**src/rtl/adder_dft_pkg.sv**
```systemverilog
// adder_dft_pkg
// Shared constants and types for the adder output-side observe logic.
//   ADDER_W : default adder operand/sum width
//   FRAME_W : serial frame width, {cout,sum}
//   CNT_W   : bit-counter width able to hold 0..FRAME_W
//   obs_state_t : observe FSM states
package adder_dft_pkg;

  localparam int ADDER_W = 16;
  localparam int FRAME_W = ADDER_W + 1;
  localparam int CNT_W   = $clog2(FRAME_W + 1);

  typedef enum logic [1:0] {
    IDLE  = 2'd0,
    SHIFT = 2'd1,
    DONE  = 2'd2
  } obs_state_t;

endpackage

```
**src/rtl/piso_shreg.sv**
```systemverilog
// piso_shreg
// Parallel-load, serial-out shift register. Shifts right with zero fill,
// so the serial bit is always q[0].
// Ports:
//   clk, rst_n : clock, asynchronous active-low reset
//   clear      : synchronous clear (highest priority)
//   load       : parallel load of din
//   shift      : shift right one position, zero fill at the MSB
//   din        : parallel load data
//   so         : serial output (current LSB)
module piso_shreg
  import adder_dft_pkg::*;
#(
  parameter int W = FRAME_W
) (
  input  logic         clk,
  input  logic         rst_n,
  input  logic         clear,
  input  logic         load,
  input  logic         shift,
  input  logic [W-1:0] din,
  output logic         so
);

  logic [W-1:0] q_r;

  // shift register storage with clear > load > shift priority
  always_ff @(posedge clk or negedge rst_n) begin
    if (!rst_n) begin
      q_r <= {W{1'b0}};
    end else if (clear) begin
      q_r <= {W{1'b0}};
    end else if (load) begin
      q_r <= din;
    end else if (shift) begin
      q_r <= {1'b0, q_r[W-1:1]};
    end else begin
      q_r <= q_r;
    end
  end

  assign so = q_r[0];

endmodule

```
**src/rtl/adder_test_observe.sv**
```systemverilog
// adder_test_observe
// Observes the adder result at the chip test pins. In functional mode
// (sel=0) sum/cout pass straight through. In test mode (sel=1) a capture
// request latches {cout,sum} and shifts it out LSB-first on pin_so, qualified
// by pin_so_vld, followed by a one-cycle done pulse.
// Optional build macro: ADDER_MISR_EN -- each accepted capture is folded into
// an (N+1)-bit rotate-XOR signature and the signature is shifted out instead
// of the raw frame.
// Ports:
//   clk, rst_n        : clock, asynchronous active-low reset
//   sel               : test-mode select (1 = test)
//   sum, cout         : adder core result
//   cap_req           : capture request, sampled every rising edge
//   sel_sum, sel_cout : functional outputs, zero in test mode (combinational)
//   pin_so, pin_so_vld: serial test data and its valid qualifier (flops)
//   busy              : high in SHIFT and DONE
//   done              : one-cycle pulse after the last frame bit
module adder_test_observe
  import adder_dft_pkg::*;
#(
  parameter int N = ADDER_W
) (
  input  logic         clk,
  input  logic         rst_n,
  input  logic         sel,
  input  logic [N-1:0] sum,
  input  logic         cout,
  input  logic         cap_req,
  output logic [N-1:0] sel_sum,
  output logic         sel_cout,
  output logic         pin_so,
  output logic         pin_so_vld,
  output logic         busy,
  output logic         done
);

  localparam int FW = N + 1;
  localparam int CW = $clog2(FW + 1);

  obs_state_t    state_r, state_nxt_s;
  logic [CW-1:0] cnt_r, cnt_nxt_s;
  logic          pin_so_r, pin_so_nxt_s;
  logic          vld_r, vld_nxt_s;
  logic          busy_r, done_r;
  logic          load_s, shift_s, clear_s;
  logic          sh_so_s;
  logic [FW-1:0] frame_s;

  // Functional pass-through is gated off whenever test mode is selected.
  assign sel_sum  = sel ? {N{1'b0}} : sum;
  assign sel_cout = sel ? 1'b0 : cout;

`ifdef ADDER_MISR_EN
  logic [FW-1:0] sig_r;

  // Rotate the signature left by one, then fold in the new frame.
  function automatic logic [FW-1:0] misr_step(input logic [FW-1:0] sig,
                                              input logic [FW-1:0] data);
    misr_step = {sig[FW-2:0], sig[FW-1]} ^ data;
  endfunction

  assign frame_s = misr_step(sig_r, {cout, sum});

  // signature register, updated only on an accepted capture
  always_ff @(posedge clk or negedge rst_n) begin
    if (!rst_n) begin
      sig_r <= {FW{1'b0}};
    end else if (load_s) begin
      sig_r <= frame_s;
    end else begin
      sig_r <= sig_r;
    end
  end
`else
  assign frame_s = {cout, sum};
`endif

  // Bit 0 goes straight to the pin flop at the capture edge, so the shift
  // register holds the remaining bits and its LSB is always the next bit.
  piso_shreg #(
    .W (FW)
  ) u_shreg (
    .clk   (clk),
    .rst_n (rst_n),
    .clear (clear_s),
    .load  (load_s),
    .shift (shift_s),
    .din   ({1'b0, frame_s[FW-1:1]}),
    .so    (sh_so_s)
  );

  // next-state, shift-register control and next pin values
  always_comb begin
    state_nxt_s  = state_r;
    cnt_nxt_s    = cnt_r;
    load_s       = 1'b0;
    shift_s      = 1'b0;
    clear_s      = 1'b0;
    pin_so_nxt_s = 1'b0;
    vld_nxt_s    = 1'b0;
    case (state_r)
      IDLE: begin
        if (sel && cap_req) begin
          state_nxt_s  = SHIFT;
          load_s       = 1'b1;
          cnt_nxt_s    = {CW{1'b0}};
          pin_so_nxt_s = frame_s[0];
          vld_nxt_s    = 1'b1;
        end else begin
          state_nxt_s  = IDLE;
        end
      end
      SHIFT: begin
        if (!sel) begin
          // abort: drop the frame without a done pulse
          state_nxt_s = IDLE;
          clear_s     = 1'b1;
          cnt_nxt_s   = {CW{1'b0}};
        end else if (cnt_r == CW'(N)) begin
          state_nxt_s = DONE;
          clear_s     = 1'b1;
          cnt_nxt_s   = {CW{1'b0}};
        end else begin
          state_nxt_s  = SHIFT;
          shift_s      = 1'b1;
          cnt_nxt_s    = cnt_r + {{(CW-1){1'b0}}, 1'b1};
          pin_so_nxt_s = sh_so_s;
          vld_nxt_s    = 1'b1;
        end
      end
      DONE: begin
        state_nxt_s = IDLE;
      end
      default: begin
        state_nxt_s = IDLE;
        clear_s     = 1'b1;
        cnt_nxt_s   = {CW{1'b0}};
      end
    endcase
  end

  // FSM state, counter and all pin-facing output flops
  always_ff @(posedge clk or negedge rst_n) begin
    if (!rst_n) begin
      state_r  <= IDLE;
      cnt_r    <= {CW{1'b0}};
      pin_so_r <= 1'b0;
      vld_r    <= 1'b0;
      busy_r   <= 1'b0;
      done_r   <= 1'b0;
    end else begin
      state_r  <= state_nxt_s;
      cnt_r    <= cnt_nxt_s;
      pin_so_r <= pin_so_nxt_s;
      vld_r    <= vld_nxt_s;
      busy_r   <= (state_nxt_s != IDLE);
      done_r   <= (state_nxt_s == DONE);
    end
  end

  assign pin_so     = pin_so_r;
  assign pin_so_vld = vld_r;
  assign busy       = busy_r;
  assign done       = done_r;

endmodule

```
**config.mk**
```make
export PLATFORM = sky130hd
export DESIGN_NAME = adder_test_observe
export DESIGN_NICKNAME = d
export VERILOG_FILES = /design/src/rtl/adder_dft_pkg.sv /design/src/rtl/piso_shreg.sv /design/src/rtl/adder_test_observe.sv
export SDC_FILE = /design/constraint.sdc
export NUM_CORES = 1
export LEC_CHECK = 0
export CAP_MARGIN = 20
export CORE_ASPECT_RATIO = 1.75
export CORE_MARGIN = 1
export CORE_UTILIZATION = 40
export CTS_CLUSTER_DIAMETER = 30
export DETAILED_ROUTE_END_ITERATION = 8
export GPL_ROUTABILITY_DRIVEN = 1
export PLACE_DENSITY = 0.68
export SYNTH_ARGS = -nofsm -noshare
export SYNTH_HDL_FRONTEND = slang
export SYNTH_SLANG_ARGS = --single-unit
export TNS_END_PERCENT = 20
```
**constraint.sdc**
```tcl
create_clock -name clk -period 1.26 [get_ports clk]
set_input_delay 0.252 -clock clk [delete_from_list [all_inputs] [get_ports clk]]
set_output_delay 0.252 -clock clk [all_outputs]
set_load 0.005 [all_outputs]
```
==> qor.csv <==
metric,value,unit
status,"complete, but fails checks",
failing checks,negative setup slack,
num ports,42,
Seq. cell area,651,sq um
cell area after layout,2150,sq um
routed vias,1134,
die extent in y,82.0,um
MaxCap Viol Count,0,
Finish-stage setup viols,23,
worst r2r src,cnt_r[1],
Synth cell types,32,
DRT iter0 DRCs,20,
pwr dens,926,nW/um^2
crit path from,cnt_r[1],
Crit-path slowest cell,dfrtp_1,
Port Buffers,41,
share of cells above drive strength 1,0.387,
crit start category,flop,
global-route wire length before repair,5.36,mm
FMAX,726,MHz
Post-DP HPWL,2.34,mm
Slew Limit Fails,0,
CP max stage delay,410,ps
Root Driver,clkbuf_8,
crit-path max FO,8,
Post-Layout Cell Count,226,
H-Tree Level Count,1,
Clock transition at path regs,90,ps
Remaining DRCs,0,
Post-Syn Area,1460,sq um
WS Path Type,flop to flop,
Die Area,3910,sq um
Layout fillers,317,
skew final,1.47,ps
post-route setup slack,-118,ps
Vias/cell,5.02,
n_diodes,0,
Post-Route WL,3.17,mm
relative slew slack,0.851,
CP arrival,1540,ps
Initial DRT Pass Iterations,4,
vias in the first global route,1211,
hold_ws,328,ps
"antenna viol nets, final",0,
Multi-input gate area,747,sq um
Cell Rows,28,
Top Family by Delay on Critical Path,flip-flops,
final worst path period need,1380,ps
initial antenna violation count,0,
Cells after Synth,115,
utilization of the core after routing,0.628,
WP buf/inv,2,
RSZ-0062 raised after global routing,true,
post-placement setup slack,-537,ps
Hold Crit Start,sum[9],
GRT Util Overall,0.186,
Initial Util,0.426,
VDD IR max,0.000732,V
Worst setup EP type,flop,
clk buf depth,2,
syn_nets,138,
layout net count,205,
clock tree from TritonCTS,yes,
crit-path cells,inv_2 -> ha_4 -> and4bb_4 -> nor2_8 -> buf_12 -> a22o_1,
#FFs+latches synth,26,
area grow syn2layout,47.3,%
largest net degree at the start of global routing,27,
GRT overflow,0,
syn_area_per_cell,12.7,sq um
Syn. warnings,0,
area of placed instances,2110,sq um
post-synthesis sequential area ratio,0.445,
dpl cells,220,
total CTS buffers,3,
mean routed wirelength per cell,14.0,um
die width,47.7,um
hold crit path type,input port to flop,
Tcrit/Tclk final,1.09,
clock latency on the worst-skew pair,270,ps
WP data required,1420,ps
Placeable Area,3430,sq um
clock sinks,26,
Worst-Margin Slew,220,ps
Lkg Pwr,1.11,nW
GP Congestion,0.848,
Hold Fails Final Rpt,0,
==> logic make-up after synthesis <==
logic type | share of synthesized area
XOR/XNOR | 0.00599
adder cells (fa/ha/maj) | 0.0171
flip-flops | 0.445
buffers and inverters | 0.0573
multiplexers | 0.110
AO/OA/AOI/OAI | 0.180
AND/OR/NAND/NOR | 0.185
==> flip-flops by register name, summed over array words and instances (netlist names) <==
register	count
done	1
pin_so	1
pin_so_vld	1
state_r	1
u_shreg.q_r	16
busy	1
cnt_r	5
==> worst reg2reg max path, delay by kind of cell (launching register included) <==
family,cells,cell delay [ps]
buffers and inverters,2,220
adder cells (fa/ha/maj),1,120
AO/OA/AOI/OAI,1,180
flip-flops,1,410
AND/OR/NAND/NOR,2,360
==> synthesized netlist by cell type <==
master     count  area [sq um]
dfrtp_1       26           651
mux2i_1       15           150
nor2b_1       15          93.8
o2bb2ai_2     10           150
o2bb2ai_1      6          52.6
and2b_1        4          30.0
buf_6          4          45.0
nand2_1        4          15.0
clkbuf_1       3          11.3
and3_1         2          12.5
ha_1           2          25.0
inv_1          2          7.51
nand3_1        2          10.0
o22ai_1        2          12.5
a211o_1        1          8.76
a21boi_1       1          7.51
a21oi_1        1          5.00
a22o_1         1          8.76
a32o_1         1          10.0
and2_1         1          6.26
and3b_1        1          8.76
and4bb_4       1          16.3
buf_12         1          20.0
mux2_2         1          11.3
nand3b_2       1          11.3
nand3b_4       1          20.0
nor2_4         1          11.3
nor2_8         1          20.0
nor3_1         1          5.00
nor4bb_1       1          10.0
o21a_1         1          7.51
xor2_1         1          8.76
==> worst paths after layout <==
| check | end | slack [ps] | depth (start not counted) |
|---|---|---|---|
| max | cnt_r[2] | -120 | 6 |
| min | u_shreg.q_r[8] | 330 | 3 |
| max reg2reg | cnt_r[2] | -120 | 6 |
| min reg2reg | u_shreg.q_r[0] | 500 | 1 |
| max in group asynchronous | pin_so | 770 | 2 |
| min in group asynchronous | u_shreg.q_r[0] | 340 | 2 |
==> per-layer routing <==
layer  up-vias  global-route usage  wire, um  share of wire
met1       556               0.227      1300           0.41
met4         0              0.0361        14         0.0044
met3         2              0.0220        97          0.031
li1        547                   -         -              -
met5         -                   0         0              0
met2        29               0.335      1760           0.55
==> layout by cell type, fill, tap and decap left out, drive strengths merged, types with 2 or more instances in the layout <==
cell type / synthesis / final
clkdlybuf4s15: 0 / 4
nand3: 2 / 2
nor2b: 15 / 15
clkbuf: 3 / 4
nand3b: 2 / 2
o2bb2ai: 16 / 16
nand2: 4 / 4
and2b: 4 / 4
dlygate4sd2: 0 / 11
dfrtp: 26 / 26
clkdlybuf4s50: 0 / 8
inv: 2 / 2
mux2i: 15 / 15
o22ai: 2 / 2
nor2: 2 / 2
dlymetal6s2s: 0 / 6
and3: 2 / 2
buf: 5 / 41
ha: 2 / 2
==> through the flow <==
stage               setup TNS (ps)  power, mW
floorplan                     -489       1.22
global placement            -18490       1.48
CTS                          -1480       2.00
detailed placement          -18570       1.50
finish                       -1240       1.99
global route                 -2530       2.09
==> layout make-up <==
| cell class | instances | area share |
|---|---|---|
| Timing Repair Buffer | 70 | 0.296 |
| Clock buffer | 4 | 0.0256 |
| Tap cell | 45 | 0.0261 |
| Multi-Input combinational cell | 79 | 0.347 |
| Inverter | 2 | 0.00348 |
| Sequential cell | 26 | 0.302 |
==> power breakdown <==
group	internal (mW)	total [mW]	switching [mW]
registers	0.914	0.970	0.0559
clock network	0.279	0.543	0.264
logic	0.276	0.482	0.206
==> timing repair <==
item,4_1_cts,5_1_grt
endpoints found under the setup margin,44,36
setup buffers,2,0
gates resized for setup,72,15
pin swaps,1,4
hold buffers,0,0
Power figures use the tool's default switching activity.
